**src/rtl/gray_code_counter.sv**
```systemverilog
// Gray-code sequence generator with a valid/ready output handshake, up/down stepping,
// synchronous load and a wrap pulse. Define GRAY_CHECK_EN to build the sticky adjacency checker.
//
// state    | meaning
// ST_IDLE  | no code offered (g_valid_o=0), waiting for en_i
// ST_VALID | g_out_o offered downstream, held until accepted
module gray_code_counter #(
  parameter int               WIDTH = 4,
  parameter logic [WIDTH-1:0] INIT  = '0
) (
  input  logic             clk_i,
  input  logic             rst_n_i,
  input  logic             en_i,
  input  logic             up_dn_i,
  input  logic             load_i,
  input  logic [WIDTH-1:0] load_bin_i,
  output logic [WIDTH-1:0] g_out_o,
  output logic             g_valid_o,
  input  logic             g_ready_i,
  output logic             tc_o,
  output logic             err_o
);

  typedef enum logic {
    ST_IDLE  = 1'b0,
    ST_VALID = 1'b1
  } state_t;

  state_t           state_q, state_d;
  logic [WIDTH-1:0] bin_q, bin_d;
  logic [WIDTH-1:0] g_out_q, g_out_d;
  logic             tc_q, tc_d;
  logic             accept;

  function automatic logic [WIDTH-1:0] to_gray(input logic [WIDTH-1:0] b);
    return b ^ (b >> 1);
  endfunction

  assign accept = (state_q == ST_VALID) & g_ready_i;

  always_comb begin
    state_d = state_q;
    bin_d   = bin_q;
    tc_d    = 1'b0;
    // A load wins over a simultaneous accept: the offered code is consumed, no step taken.
    if (load_i) begin
      bin_d   = load_bin_i;
      state_d = en_i ? ST_VALID : ST_IDLE;
    end else if (accept) begin
      if (up_dn_i) begin
        bin_d = bin_q + WIDTH'(1);
        tc_d  = &bin_q;
      end else begin
        bin_d = bin_q - WIDTH'(1);
        tc_d  = ~|bin_q;
      end
      state_d = en_i ? ST_VALID : ST_IDLE;
    end else if ((state_q == ST_IDLE) && en_i) begin
      state_d = ST_VALID;
    end
    g_out_d = to_gray(bin_d);
  end

  always_ff @(posedge clk_i or negedge rst_n_i) begin
    if (!rst_n_i) begin
      state_q <= ST_IDLE;
      bin_q   <= INIT;
      g_out_q <= to_gray(INIT);
      tc_q    <= 1'b0;
    end else begin
      state_q <= state_d;
      bin_q   <= bin_d;
      g_out_q <= g_out_d;
      tc_q    <= tc_d;
    end
  end

  assign g_out_o   = g_out_q;
  assign g_valid_o = (state_q == ST_VALID);
  assign tc_o      = tc_q;

`ifdef GRAY_CHECK_EN
  logic err_q;
  logic step_accept;

  function automatic int hamming(input logic [WIDTH-1:0] v);
    int n;
    n = 0;
    for (int i = 0; i < WIDTH; i++) n += int'(v[i]);
    return n;
  endfunction

  assign step_accept = accept & ~load_i;

  always_ff @(posedge clk_i or negedge rst_n_i) begin
    if (!rst_n_i) begin
      err_q <= 1'b0;
    end else if (step_accept && (hamming(g_out_d ^ g_out_q) != 1)) begin
      err_q <= 1'b1;
    end
  end

  assign err_o = err_q;

  a_hold_stable: assert property (@(posedge clk_i) disable iff (!rst_n_i)
    (g_valid_o && !g_ready_i && !load_i) |=> $stable(g_out_o));
`else
  assign err_o = 1'b0;
`endif

endmodule

```
**config.mk**
```make
export PLATFORM = sky130hd
export DESIGN_NAME = gray_code_counter
export DESIGN_NICKNAME = d
export VERILOG_FILES = /design/src/rtl/gray_code_counter.sv
export SDC_FILE = /design/constraint.sdc
export NUM_CORES = 1
export LEC_CHECK = 0
export CAP_MARGIN = 20
export CORE_MARGIN = 2
export CORE_UTILIZATION = 38
export DETAILED_ROUTE_END_ITERATION = 10
export PLACE_DENSITY_LB_ADDON = 0.3
export SYNTH_ARGS = -nofsm -noshare
export SYNTH_HDL_FRONTEND = slang
export SYNTH_SLANG_ARGS = --single-unit
```
**constraint.sdc**
```tcl
create_clock -name clk_i -period 1.48 [get_ports clk_i]
set_input_delay 0.222 -clock clk_i [delete_from_list [all_inputs] [get_ports clk_i]]
set_output_delay 0.222 -clock clk_i [all_outputs]
set_load 0.01 [all_outputs]
```
# Word level (Yosys, flattened, before mapping)
# Index checks and enable logic that the tools add are counted.
# W data, S select, Z words.
# classes
n_addsub,2
muxes,10
n_reduce_logical,5
bitwise,3
# ops
op,count
$mux W4,3
$mux W1,7
$add A4 B1 Y4 const B,1
$reduce_and A4 Y1,1
$reduce_or A4 Y1,1
$sub A4 B1 Y4 const B,1
$xor A4 B3 Y4,1
$reduce_bool A3 Y1,1
$and A1 B1 Y1,1
$logic_and A1 B1 Y1,1
$logic_not A1 Y1,1
$not A1 Y1,1
# word_totals
reg_bits,10
word_cells,24
output_inout_bits,7

# Longest topological paths before layout
# Gate-level depths: netlist of the first run.
# logic_depth
depth_word,5
depth_mapped,7

# Worst setup path after synthesis of the first run
# Ideal clock, no wire load.
# synth_timing
kind,flip-flop to flip-flop
from,register bin_q[0]
to,register g_out_q[2] (netlist: g_out_o[2])
required_ns,1.401
path_stages_with_launch,7
path_buffers,0
setup_ns,0.079
slack_ns,-0.038
arrival_time_ns,1.439
path_cell_list,dfrtp_1 > fa_1 > xnor2_1 > nor2_1 > a21oi_1 > o21ai_1 > xor2_1
# synth_via
elab_chain_len,5
word_cells_on_any_way,6
classes_between,2 x add/sub; 3 x mux; 1 x bitwise
# synth_lines
item,line,text
"start, declared",30,"logic [WIDTH-1:0] bin_q, bin_d;"
"start signal, assigned",72,bin_q <= bin_d;
$sub A4 B1 Y4 / $add A4 B1 Y4 (equally long branches),"54, 51",
$mux W4 *,50,if (up_dn_i) begin
$mux W4 *,49,end else if (accept) begin
$mux W4 *,46,if (load_i) begin
named net bin_d[2],30,
$xor A4 B3 Y4 *,36,return b ^ (b >> 1);
named net g_out_d[2],31,"logic [WIDTH-1:0] g_out_q, g_out_d;"
"end signal, assigned",68,g_out_q <= to_gray(INIT);
"end signal, assigned",73,g_out_q <= g_out_d;
"end, declared",31,
# The timed path passes the listed nets; every way through them passes the cells marked *.
# A chain may end at the register's enable or synchronous reset.

# Worst setup path after layout of the first run
# layout_timing
from,register bin_q[0]
to,register g_out_q[1] (netlist: g_out_o[1])
# Same word-level chain as after synthesis.

==> metrics, run 1 <==
status=complete, but fails checks; failing checks=negative setup slack; io pins=17; Die W=40.9 um; slowest cell on the critical path=dfrtp_1; crit path DAT=1.68 ns; vias=465; core area=1280 sq um; maxcap violations=0; global-route wire length before repair=1750 um; Synth cell types=24; largest net degree at the start of global routing=10; sw frac=29.8%; flop2flop setup slack=-0.03 ns; H-tree depth=1; utilization after layout=61.9%; number of remaining DRC errors=0; CP required=1.65 ns; die area=1670 sq um; Worst-Skew Late Latency=0.26 ns; most frequent cell on the critical path=xnor2_1; CTS tree=done; TritonCTS Buffers=3; NetSw=0.232 mW; Setup CP Type=flop to flop; Syn Nets=67; Pins Over Slew Limit=0; WP buf/inv=0; Power Dens Cells=976 nW/um^2; Setup TNS=-0.0426 ns; Synth Register Bits=9; DP HPWL=915 um; worst r2r src=bin_q[0]; post-synthesis async set-or-reset flop share=100%; initial DRC count=2; final setup margin=-0.0280 ns; Pint=0.545 mW; Crit Path Max Fanout=3; Seq/Total Area, Yosys=43.6%; clock-pin slew on the worst setup and hold paths=0.06 ns; top cells by area, synth=dfrtp_1 (44%), a21oi_1 (5.8%), xnor2_1 (5.1%); RePlAce Congestion=0.796; final net count=95; commonest register cell after synthesis=dfrtp_1; Leak=0.359 nW; Combinational Power Share=36.4%; Hold WS=0.259 ns; Reg2Reg Depth=6; Initial Util=40.2%; syn avg cell area=9.57 sq um; Worst Setup End Kind=flop; # port buffers=15; clk buf depth=2; synthesized area=517 sq um; grt total ovfl=0; RR Endpoint=g_out_o[1]; ratio of final minimum period to clock period=102%; area delta synth->final=54.0%; Tot GR Track Use=17.0%; Row Count=13; Yosys top cell area share=43.6%; Post-synth EDFFs=0; clk_skew=0.00474 ns; drt pass-1 iters=2; Clock power frac=23.9%; Post-synth top cells=dfrtp_1 (9), a21oi_1 (6), nand2_1 (4); final setup fails=2; post-synthesis instance total=54; Ys Warns=0; crit-path max cell delay=0.40 ns; final hold vios=0; fmax=0.663 GHz; crit-path cells=fa_2 > xnor2_1 > nor2_1 > a21oi_2 > o21ai_2 > xnor2_1; number of antenna violations at the first check in global routing=0; Die Ht=40.9 um; Synth area leader=dfrtp_1; Top delay family on crit path=flip-flops; Routed wire per std cell=11.5 um; number of global-route vias before repair=439; post-DR vias/cell=4.84; worst min path class=input port to asynchronous set/reset pin; total clock sinks=9; Antenna diodes=0; share of cells above drive strength 1=28.4%; final wirelength=1110 um; most numerous cell in the Yosys netlist=dfrtp_1; Root Buffer=clkbuf_4; Routed Antenna Nets=0; shortest period the worst path allows=1.51 ns; Hold Buf Count CTS=0; Seq pwr share=39.7%; RSZ-0062 raised after global routing=yes; maximum vdd drop=0.640 mV; CP Launch Type=flop
==> power by group through the flow <==
stage	Sequential, mW	Combinational [mW]	Clock, mW
after floorplan	0.327	0.122	0
after global placement	0.310	0.267	0
after detailed placement	0.314	0.274	0
after CTS	0.309	0.282	0.192
after global routing	0.313	0.315	0.205
final	0.308	0.283	0.186
==> cell usage in the layout, fill, tap and decap left out, types with 2 or more instances in the layout <==
master and count:
clkdlybuf4s50_1 13, a21oi_2 3, nand2_1 4, nor4_1 2
dfrtp_1 9, ha_1 2, buf_4 11, xor2_1 2
a21oi_1 3, xnor2_1 3, inv_1 2, nand3_2 2
nor2_1 2, nor3b_1 2, nor3_1 2, clkbuf_4 3
o21ai_1 2
==> state kept, by name (all words and copies together), names as in the netlist <==
register   cells
g_out_o        3
tc_o           1
g_valid_o      1
bin_q          4
==> through the flow <==
step / area [sq um] / power (mW) / setup WS, ns / instances
after CTS: 782 / 0.783 / -0.0796 / 95
final: 796 / 0.776 / -0.0280 / 96
after global placement: 744 / 0.577 / -0.478 / 91
after global routing: 796 / 0.832 / -0.0976 / 96
after floorplan: 523 / 0.449 / -0.00424 / 54
after detailed placement: 744 / 0.587 / -0.493 / 91
==> worst max-delay path by stage <==
| stage | from | endpoint | slack, ns | depth (start not counted) |
|---|---|---|---|---|
| finish | bin_q[0] | g_out_o[1] | -0.03 | 6 |
| floorplan | bin_q[0] | g_out_o[0] | -0.004 | 5 |
| global route | bin_q[0] | g_out_o[1] | -0.1 | 6 |
| global placement | up_dn_i | g_out_o[0] | -0.48 | 7 |
| CTS | bin_q[0] | g_out_o[2] | -0.08 | 6 |
| detailed placement | up_dn_i | g_out_o[1] | -0.49 | 7 |
==> per-layer routing <==
layer	wire length [um]	global-route usage (%)
met2	565	28.5
met5	0	0
met1	455	18.6
met4	9	5.00
met3	74	8.15
==> cells by family after synthesis <==
kind of cell / after synthesis / share of synthesized area (%)
AO/OA/AOI/OAI: 10 / 10.2
XOR/XNOR: 5 / 8.48
adder cells (fa/ha/maj): 3 / 8.72
buffers and inverters: 6 / 6.54
flip-flops: 9 / 43.6
other: 1 / 0.726
AND/OR/NAND/NOR: 20 / 21.8
==> cell type report <==
class	instances	area, sq um
tap	15	18.8
fill	117	489
clock buffer	4	26.3
sequential	9	225
timing repair buffer	26	234
inverter	3	11.3
multi-input combinational	39	280
==> timing repair <==
item,4_1_cts,5_1_grt
setup buffers,0,1
pin swaps,6,2
gates resized for setup,5,2
endpoints found under the setup margin,5,5
No activity file was read; power rests on OpenSTA's default activity.
==> inputs of run 2 (changes only) <==
- CELL_PAD_IN_SITES_DETAIL_PLACEMENT: unset -> 1
- CELL_PAD_IN_SITES_GLOBAL_PLACEMENT: unset -> 2
- CORE_UTILIZATION: 38 -> 23
==> run 2 against run 1 <==
- the flow still finishes with violations (negative setup slack)
- wire length rose by 8.3%
- final area rose by 0.47%
- worst hold slack got worse by 0.013 ns
- setup slack barely moved
- register-to-register slack barely moved
- total power fell by 0.78%
- sequential share of layout area fell by 0.13 points
- largest cell class unchanged
==> metrics, run 2 (synthesis results as in run 1) <==
Pins Over Slew Limit=0; slowest cell on the critical path=fa_2; crit path DAT=1.64 ns; CP Launch Type=flop; die area=2640 sq um; clk_skew=0.00244 ns; ratio of final minimum period to clock period=102%; maxcap violations=0; register area=225 sq um; DP HPWL=987 um; maximum vdd drop=0.790 mV; number of remaining DRC errors=0; sw frac=29.7%; number of fill cells=264; Clock power frac=23.6%; fin area=800 sq um; final wirelength=1200 um; clk buf depth=2; Initial Util=23.8%; Tot GR Track Use=10.8%; status=complete, but fails checks; grt total ovfl=0; post-DR vias/cell=4.27; crit-path cells=fa_2 > nand3_2 > a21oi_2 > a21oi_2 > xnor2_1; area delta synth->final=54.7%; final setup fails=2; # port buffers=15; Worst Setup End Kind=flop; pre-CTS WS=-0.537 ns; most frequent cells in the layout=clkdlybuf4s50_1 (12), dfrtp_1 (9), buf_4 (9); worst min path class=input port to asynchronous set/reset pin; drt pass-1 iters=4; failing checks=negative setup slack; shortest period the worst path allows=1.51 ns; total power draw=0.770 mW; most common cell after layout, fill and taps aside=clkdlybuf4s50_1; final net count=93; Die W=51.4 um; Antenna diodes=0; core area=2170 sq um; H-tree depth=1; largest net degree at the start of global routing=11; RePlAce Congestion=0.750; Post-CTS Setup Repair Bufs=0; io pins=17; Crit Path Max Fanout=3; share of cells above drive strength 1=26.6%; Setup TNS=-0.0455 ns; number of global-route vias before repair=490; Reg2Reg Depth=5; Hold WS=0.247 ns; RR Endpoint=g_out_o[0]; Largest Register=bin_q; most frequent cell on the critical path=a21oi_2; crit path from=bin_q[0]; crit-path max cell delay=0.56 ns; NetSw=0.229 mW; worst r2r src=bin_q[0]; utilization after layout=36.9%; total clock sinks=9; number of flip-flops in the largest register=4; CTS tree=done; final hold vios=0; Routed wire per std cell=11.2 um; Power Dens Cells=963 nW/um^2; global-route wire length before repair=2100 um; fmax=0.663 GHz; initial DRC count=6; Pint=0.541 mW; vias=457; final setup margin=-0.0278 ns; Routed Antenna Nets=0; CP required=1.61 ns; Worst-Skew Late Latency=0.26 ns; RSZ-0062 raised after global routing=yes; clock-pin slew on the worst setup and hold paths=0.06 ns; flop2flop setup slack=-0.03 ns; Root Buffer=clkbuf_4; Setup CP Type=flop to flop; Die Ht=51.4 um; placed cell areas=753 sq um; multi-input logic area=280 sq um; Row Count=17; Layout Cells excl Fill=107; Seq pwr share=39.9%; TritonCTS Buffers=3; number of antenna violations at the first check in global routing=0; Leak=0.357 nW; Cells after DPL=103; Combinational Power Share=36.5%; Hold Buf Count CTS=0
==> run 2: worst max-delay path, delay by kind of cell (launching register included) <==
family	cells	cell delay, ns
AO/OA/AOI/OAI	2	0.21
adder cells (fa/ha/maj)	1	0.56
AND/OR/NAND/NOR	1	0.08
XOR/XNOR	1	0.14
flip-flops	1	0.40
==> run 2: routing by layer <==
layer	up-vias	wire length, um	GRT usage, %
met5	-	0	0
met4	0	0	2.63
met3	0	111	5.56
met2	16	575	17.3
met1	205	510	12.7
li1	236	-	-
==> run 2: worst max path at each step <==
stage / endpoint
after floorplan: g_out_o[0]
after global placement: g_out_o[0]
after detailed placement: g_out_o[0]
after CTS: g_out_o[0]
after global routing: g_out_o[2]
final: g_out_o[0]
==> run 2: timing repair <==
action	in CTS	in global routing
hold endpoints to repair	0	0
pin swaps	2	1
gates resized for setup	5	3
endpoints found under the setup margin	6	5
==> run 2: final cells by class <==
cell class,count,area share (%)
Multi-Input combinational cell,39,35.1
Sequential cell,9,28.2
Timing Repair Buffer,24,27.7
Tap cell,28,4.38
Clock buffer,4,3.29
Inverter,3,1.41
==> run 2: power groups by stage <==
stage | clock [mW] | combinational [mW] | sequential (mW)
after global placement | 0 | 0.272 | 0.312
after floorplan | 0 | 0.122 | 0.327
after CTS | 0.194 | 0.284 | 0.310
after detailed placement | 0 | 0.275 | 0.314
after global routing | 0.211 | 0.311 | 0.314
final | 0.182 | 0.281 | 0.307
==> inputs of run 3 (changes only) <==
- CORE_ASPECT_RATIO: unset -> 0.7
==> run 3 against run 2 <==
- the flow still finishes with violations (negative setup slack)
- sequential share of layout area decreased by 0.94 points
- worst hold slack better by 0.0047 ns
- critical path type unchanged
- clock skew rose by 0.0015 ns
- first-iteration DRC count shrank 50%
- final cell count is 5.6% higher
- wire length rose by 15%
- maximum frequency fell by 1.5%
- setup slack worse by 0.023 ns
- die area grew 0.22%
- critical path depth is 1 higher
- flip-flop and latch count unchanged
- utilization is 1.8 points higher
==> metrics, run 3 (synthesis results as in run 1) <==
status=complete, but fails checks; failing checks=negative setup slack; clk buf depth=2; number of flip-flops in the largest register=4; crit path from=bin_q[0]; total clock sinks=9; number of remaining DRC errors=0; TritonCTS Buffers=3; vias=483; Routed wire per std cell=12.2 um; Leak=0.372 nW; Clock power frac=23.9%; shortest period the worst path allows=1.53 ns; RR Endpoint=g_out_o[2]; crit-path max cell delay=0.40 ns; # port buffers=15; Die W=60.7 um; Setup TNS=-0.100 ns; worst min path class=input port to asynchronous set/reset pin; clock-pin slew on the worst setup and hold paths=0.06 ns; core area=2140 sq um; Die Ht=43.7 um; Combinational Power Share=37.5%; Antenna diodes=0; final wirelength=1380 um; Worst-Skew Late Latency=0.26 ns; final net count=95; final setup fails=3; Reg2Reg Depth=6; pre-CTS WS=-0.506 ns; CP required=1.67 ns; slowest cell on the critical path=dfrtp_1; Routed Antenna Nets=0; fmax=0.653 GHz; number of fill cells=257; Pins Over Slew Limit=0; H-tree depth=1; io pins=17; utilization after layout=38.7%; Worst Setup End Kind=flop; RSZ-0062 raised after global routing=yes; maxcap violations=0; Pint=0.552 mW; grt total ovfl=0; Initial Util=24.2%; area delta synth->final=60.0%; most common cell after layout, fill and taps aside=clkdlybuf4s50_1; global-route wire length before repair=2280 um; sw frac=30.8%; number of antenna violations at the first check in global routing=0; Root Buffer=clkbuf_4; maximum vdd drop=0.480 mV; Tot GR Track Use=12.2%; number of global-route vias before repair=505; Hold Buf Count CTS=0; Setup CP Type=flop to flop; Largest Register=bin_q; largest net degree at the start of global routing=10; final setup margin=-0.0508 ns; most frequent cells in the layout=clkdlybuf4s50_1 (12), buf_4 (11), dfrtp_1 (9); Crit Path Max Fanout=3; ratio of final minimum period to clock period=103%; crit path DAT=1.72 ns; initial DRC count=3; final hold vios=0; flop2flop setup slack=-0.05 ns; crit-path cells=fa_2 > xnor2_2 > nor2_1 > a21oi_2 > o21ai_2 > xor2_1; post-DR vias/cell=4.27; DP HPWL=1050 um; Power Dens Cells=963 nW/um^2; share of cells above drive strength 1=29.6%; Row Count=14; CTS tree=done; CP Launch Type=flop; worst r2r src=bin_q[0]; Seq pwr share=38.6%; clk_skew=0.00395 ns; RePlAce Congestion=0.671; total power draw=0.797 mW; drt pass-1 iters=3; crit path capture=g_out_o[2]; die area=2650 sq um; NetSw=0.245 mW
==> run 3: cell types whose count changed in the layout (fill, tap and decap cells not counted), sizes merged <==
cell  delta
buf      +2
==> run 3: final cells by class <==
class / count / area, sq um / share of cell area, %
Multi-Input combinational cell: 39 / 288 / 34.8
Timing Repair Buffer: 26 / 236 / 28.6
Sequential cell: 9 / 225 / 27.2
Tap cell: 32 / 40.0 / 4.84
Clock buffer: 4 / 26.3 / 3.18
Inverter: 3 / 11.3 / 1.36
==> run 3: worst max-delay path, delay by kind of cell (launching register included) <==
kind	cells	cell delay (ns)
AO/OA/AOI/OAI	2	0.27
AND/OR/NAND/NOR	1	0.11
adder cells (fa/ha/maj)	1	0.38
XOR/XNOR	2	0.30
flip-flops	1	0.40
==> run 3: what timing repair did <==
action	CTS	global route
setup endpoints to repair	5	6
resized for setup	4	5
pin swaps	2	5
setup buffers	0	1
==> run 3: power by group through the flow <==
stage / clock network (mW) / logic, mW / registers [mW]
floorplan: 0 / 0.122 / 0.327
global placement: 0 / 0.274 / 0.311
detailed placement: 0 / 0.279 / 0.313
CTS: 0.193 / 0.286 / 0.308
global route: 0.209 / 0.329 / 0.313
finish: 0.191 / 0.299 / 0.307
==> run 3: metrics by stage <==
step | area [sq um] | hold WS (ns) | cells
2_1_floorplan | 523 | -0.0736 | 54
3_3_place_gp | 766 | 0.552 | 108
3_5_place_dp | 766 | 0.546 | 108
4_1_cts | 798 | 0.268 | 112
5_1_grt | 827 | 0.291 | 113
6_report | 827 | 0.251 | 113
==> run 3: metal layers <==
| metal | vias to the layer above | routed length, um | GRT usage [%] |
|---|---|---|---|
| met5 | - | 0 | 0 |
| met4 | 0 | 0 | 1.30 |
| met3 | 0 | 94 | 6.57 |
| met2 | 14 | 654 | 19.6 |
| met1 | 230 | 631 | 15.0 |
| li1 | 239 | - | - |
==> run 3: worst min path at each step <==
stage,from,endpoint,slack [ns],cells after the start
after floorplan,rst_n_i,bin_q[0],-0.07,0
after global placement,rst_n_i,bin_q[3],0.55,1
after detailed placement,rst_n_i,bin_q[3],0.55,1
after CTS,rst_n_i,bin_q[3],0.27,1
after global routing,rst_n_i,tc_o,0.29,1
final,rst_n_i,tc_o,0.25,1
==> patch, RTL diff (flow settings as in run 3) <==
`WIDTH`: 4 -> 5.
--- a/src/rtl/gray_code_counter.sv
+++ b/src/rtl/gray_code_counter.sv
@@ -7,3 +7,3 @@
 module gray_code_counter #(
-  parameter int               WIDTH = 4,
+  parameter int               WIDTH = 5,
   parameter logic [WIDTH-1:0] INIT  = '0
Ports: changed (resized g_out_o and load_bin_i); port bits go from 17 to 19. No check against the original RTL was run, so the function may have changed too.
==> patch against run 3 <==
The flow still finishes with violations (setup timing). Worst hold slack improved by 88 ps. Maximum frequency fell by 11%. Sequential cell count rose by 2. Synthesized area is 38% higher. Die area rose by 35%. Setup slack worse by 190 ps. Final area grew 36%. Total power is 46% higher. Routed wire length up 42%.
==> patch: results (changes against run 3) <==
Parameter                              Value

Status
  Result of the run    finished, violations left
  Violations in the final reports    setup timing

CTS
  Cell at the root of the clock tree    clkbuf_8
  Clock insertion delay at the later pin of the skew report    240 ps (-20 ps)
  Number of buffers added by the clock tree synthesis step    3 (unchanged)
  CTS clock-pin slew for the worst setup and hold paths    50 ps

Logic synthesis
  Proportion of synthesized chip area in sequential cells    0.387 (-0.0492)
  Async SR Flop Fraction    1.00 (unchanged)
  Leading post-synthesis cells by instance count    dfrtp_1 (11), nand2_1 (6), inv_1 (5)
  Top area cells in the synthesized netlist    dfrtp_1 (39%), ha_1 (5.3%), xnor2_1 (4.9%), nor3b_1 (4.2%), a21oi_2 (3.7%)
  Post-synthesis net count    86 (+28%)
  Yosys warnings    0 (unchanged)
  Average cell area after synthesis    10.0 um^2 (+4.8%)
  Post-synth cell types    36 (+50%)

STA
  Least setup slack across all paths after layout    -243 ps (-192 ps)
  Max Clock Skew    2.05 ps (-1.90 ps)
  Total of endpoints with negative setup slack in the final report    6 (+3)
  Aggregate negative setup slack    -959 ps (-859 ps)

Setup path
  Worst-case reg-to-reg path depth    7 (+1)
  Data arrival time of the critical path    1850 ps (+130 ps)
  Worst flop-to-flop path startpoint    bin_q[1]$_DFF_PN0_

Detailed routing
  Met2 wire length    867 um (+33%)
  Via count normalized by instance count    4.37 (+2.3%)
  Met3 routed WL    103 um (+9.6%)
  Routed length per instance    13.7 um (+12%)
  Pre-Repair DR Iteration Count    4 (+1)
  Initial drt markers    8 (+5)
  Highest layer used for signal routing    met4
  Routed length on met1    979 um (+55%)

Power
  Worst IR drop on VDD    0.423 mV (-12%)
  Total leakage power    0.000504 uW (+36%)

Placed design
  Placed Area    1010 um^2 (+32%)
  Port Buf Inserts    17 (+2)
  Global placement routability congestion    0.723 (+7.7%)
  Worst slack, placed    -756 ps (-250 ps)
  Estimated wirelength of the detail-placed design    1.54 mm (+47%)

Global route
  Overall Global Routing Usage    0.122 (+0.000734)
  Met2 Resource Use GR    0.181 (-0.0149)
  Met1 capacity usage during global routing    0.162 (+0.0115)
  First-pass GRT wire length    3.19 mm (+40%)
  Initial antenna violation count    0 (unchanged)
  Met3 usage in global routing    0.0522 (-0.0135)
  Number of global-route vias before repair    634 (+26%)
  Pin count of the biggest net entering global routing    12 (+2)

Layout
  NumNets Final    123 (+29%)
  Share of post-route cells with drive strength above 1    0.393 (+0.0962)
  Register bank with the most flops    bin_q
  Fillcell total    337 (+31%)
  Flip-flop count of the largest register, all copies and words added    5 (+1)
  Final standard cell count with taps included and fillers excluded    143 (+27%)
  Multi-input gate area    414 um^2 (+44%)
  Diode insertion count for antenna repair    0 (unchanged)
==> patch: logic make-up after synthesis <==
family | count (synthesis) | synth area share
compound gates | 11 | 0.107
flops | 11 | 0.387
fa+ha+maj | 4 | 0.0809
buf+inv | 11 | 0.0861
mux | 2 | 0.0334
xor+xnor | 5 | 0.0615
other cells | 1 | 0.00527
simple gates | 26 | 0.239
==> patch: repair_timing <==
action,CTS,global route
endpoints found under the setup margin,10,10
pin swaps,4,2
buffers inserted,2,2
gates cloned,0,0
resized for setup,11,3
hold buffers,0,0
==> patch: power by group <==
group	leakage, uW	total, uW	switching, uW	internal, uW
sequential	0.000131	387	31.5	356
combinational	0.000350	476	204	272
clock	0.0000228	302	113	189
==> patch: stage by stage <==
| step | power (uW) | hold slack [ps] |
|---|---|---|
| floorplan | 598 | -73.6 |
| global placement | 798 | 595 |
| detailed placement | 806 | 604 |
| CTS | 1160 | 355 |
| global route | 1250 | 369 |
| finish | 1170 | 339 |
==> patch: cell type report <==
| type | count | area share |
|---|---|---|
| clock buffers | 4 | 0.0399 |
| well taps | 36 | 0.0399 |
| repair buffers | 37 | 0.286 |
| inverters | 6 | 0.0222 |
| multi-input cells | 49 | 0.367 |
| flip-flops and latches | 11 | 0.245 |
==> patch: worst max path at each step <==
stage                                 to  slack, ps  depth (start not counted)
CTS                 g_out_o[2]$_DFF_PN0_       -250                          7
floorplan           g_out_o[2]$_DFF_PN0_       -110                          7
finish              g_out_o[2]$_DFF_PN0_       -240                          7
detailed placement  g_out_o[2]$_DFF_PN0_       -760                          9
global placement    g_out_o[2]$_DFF_PN0_       -710                          9
global route        g_out_o[2]$_DFF_PN0_       -340                          7
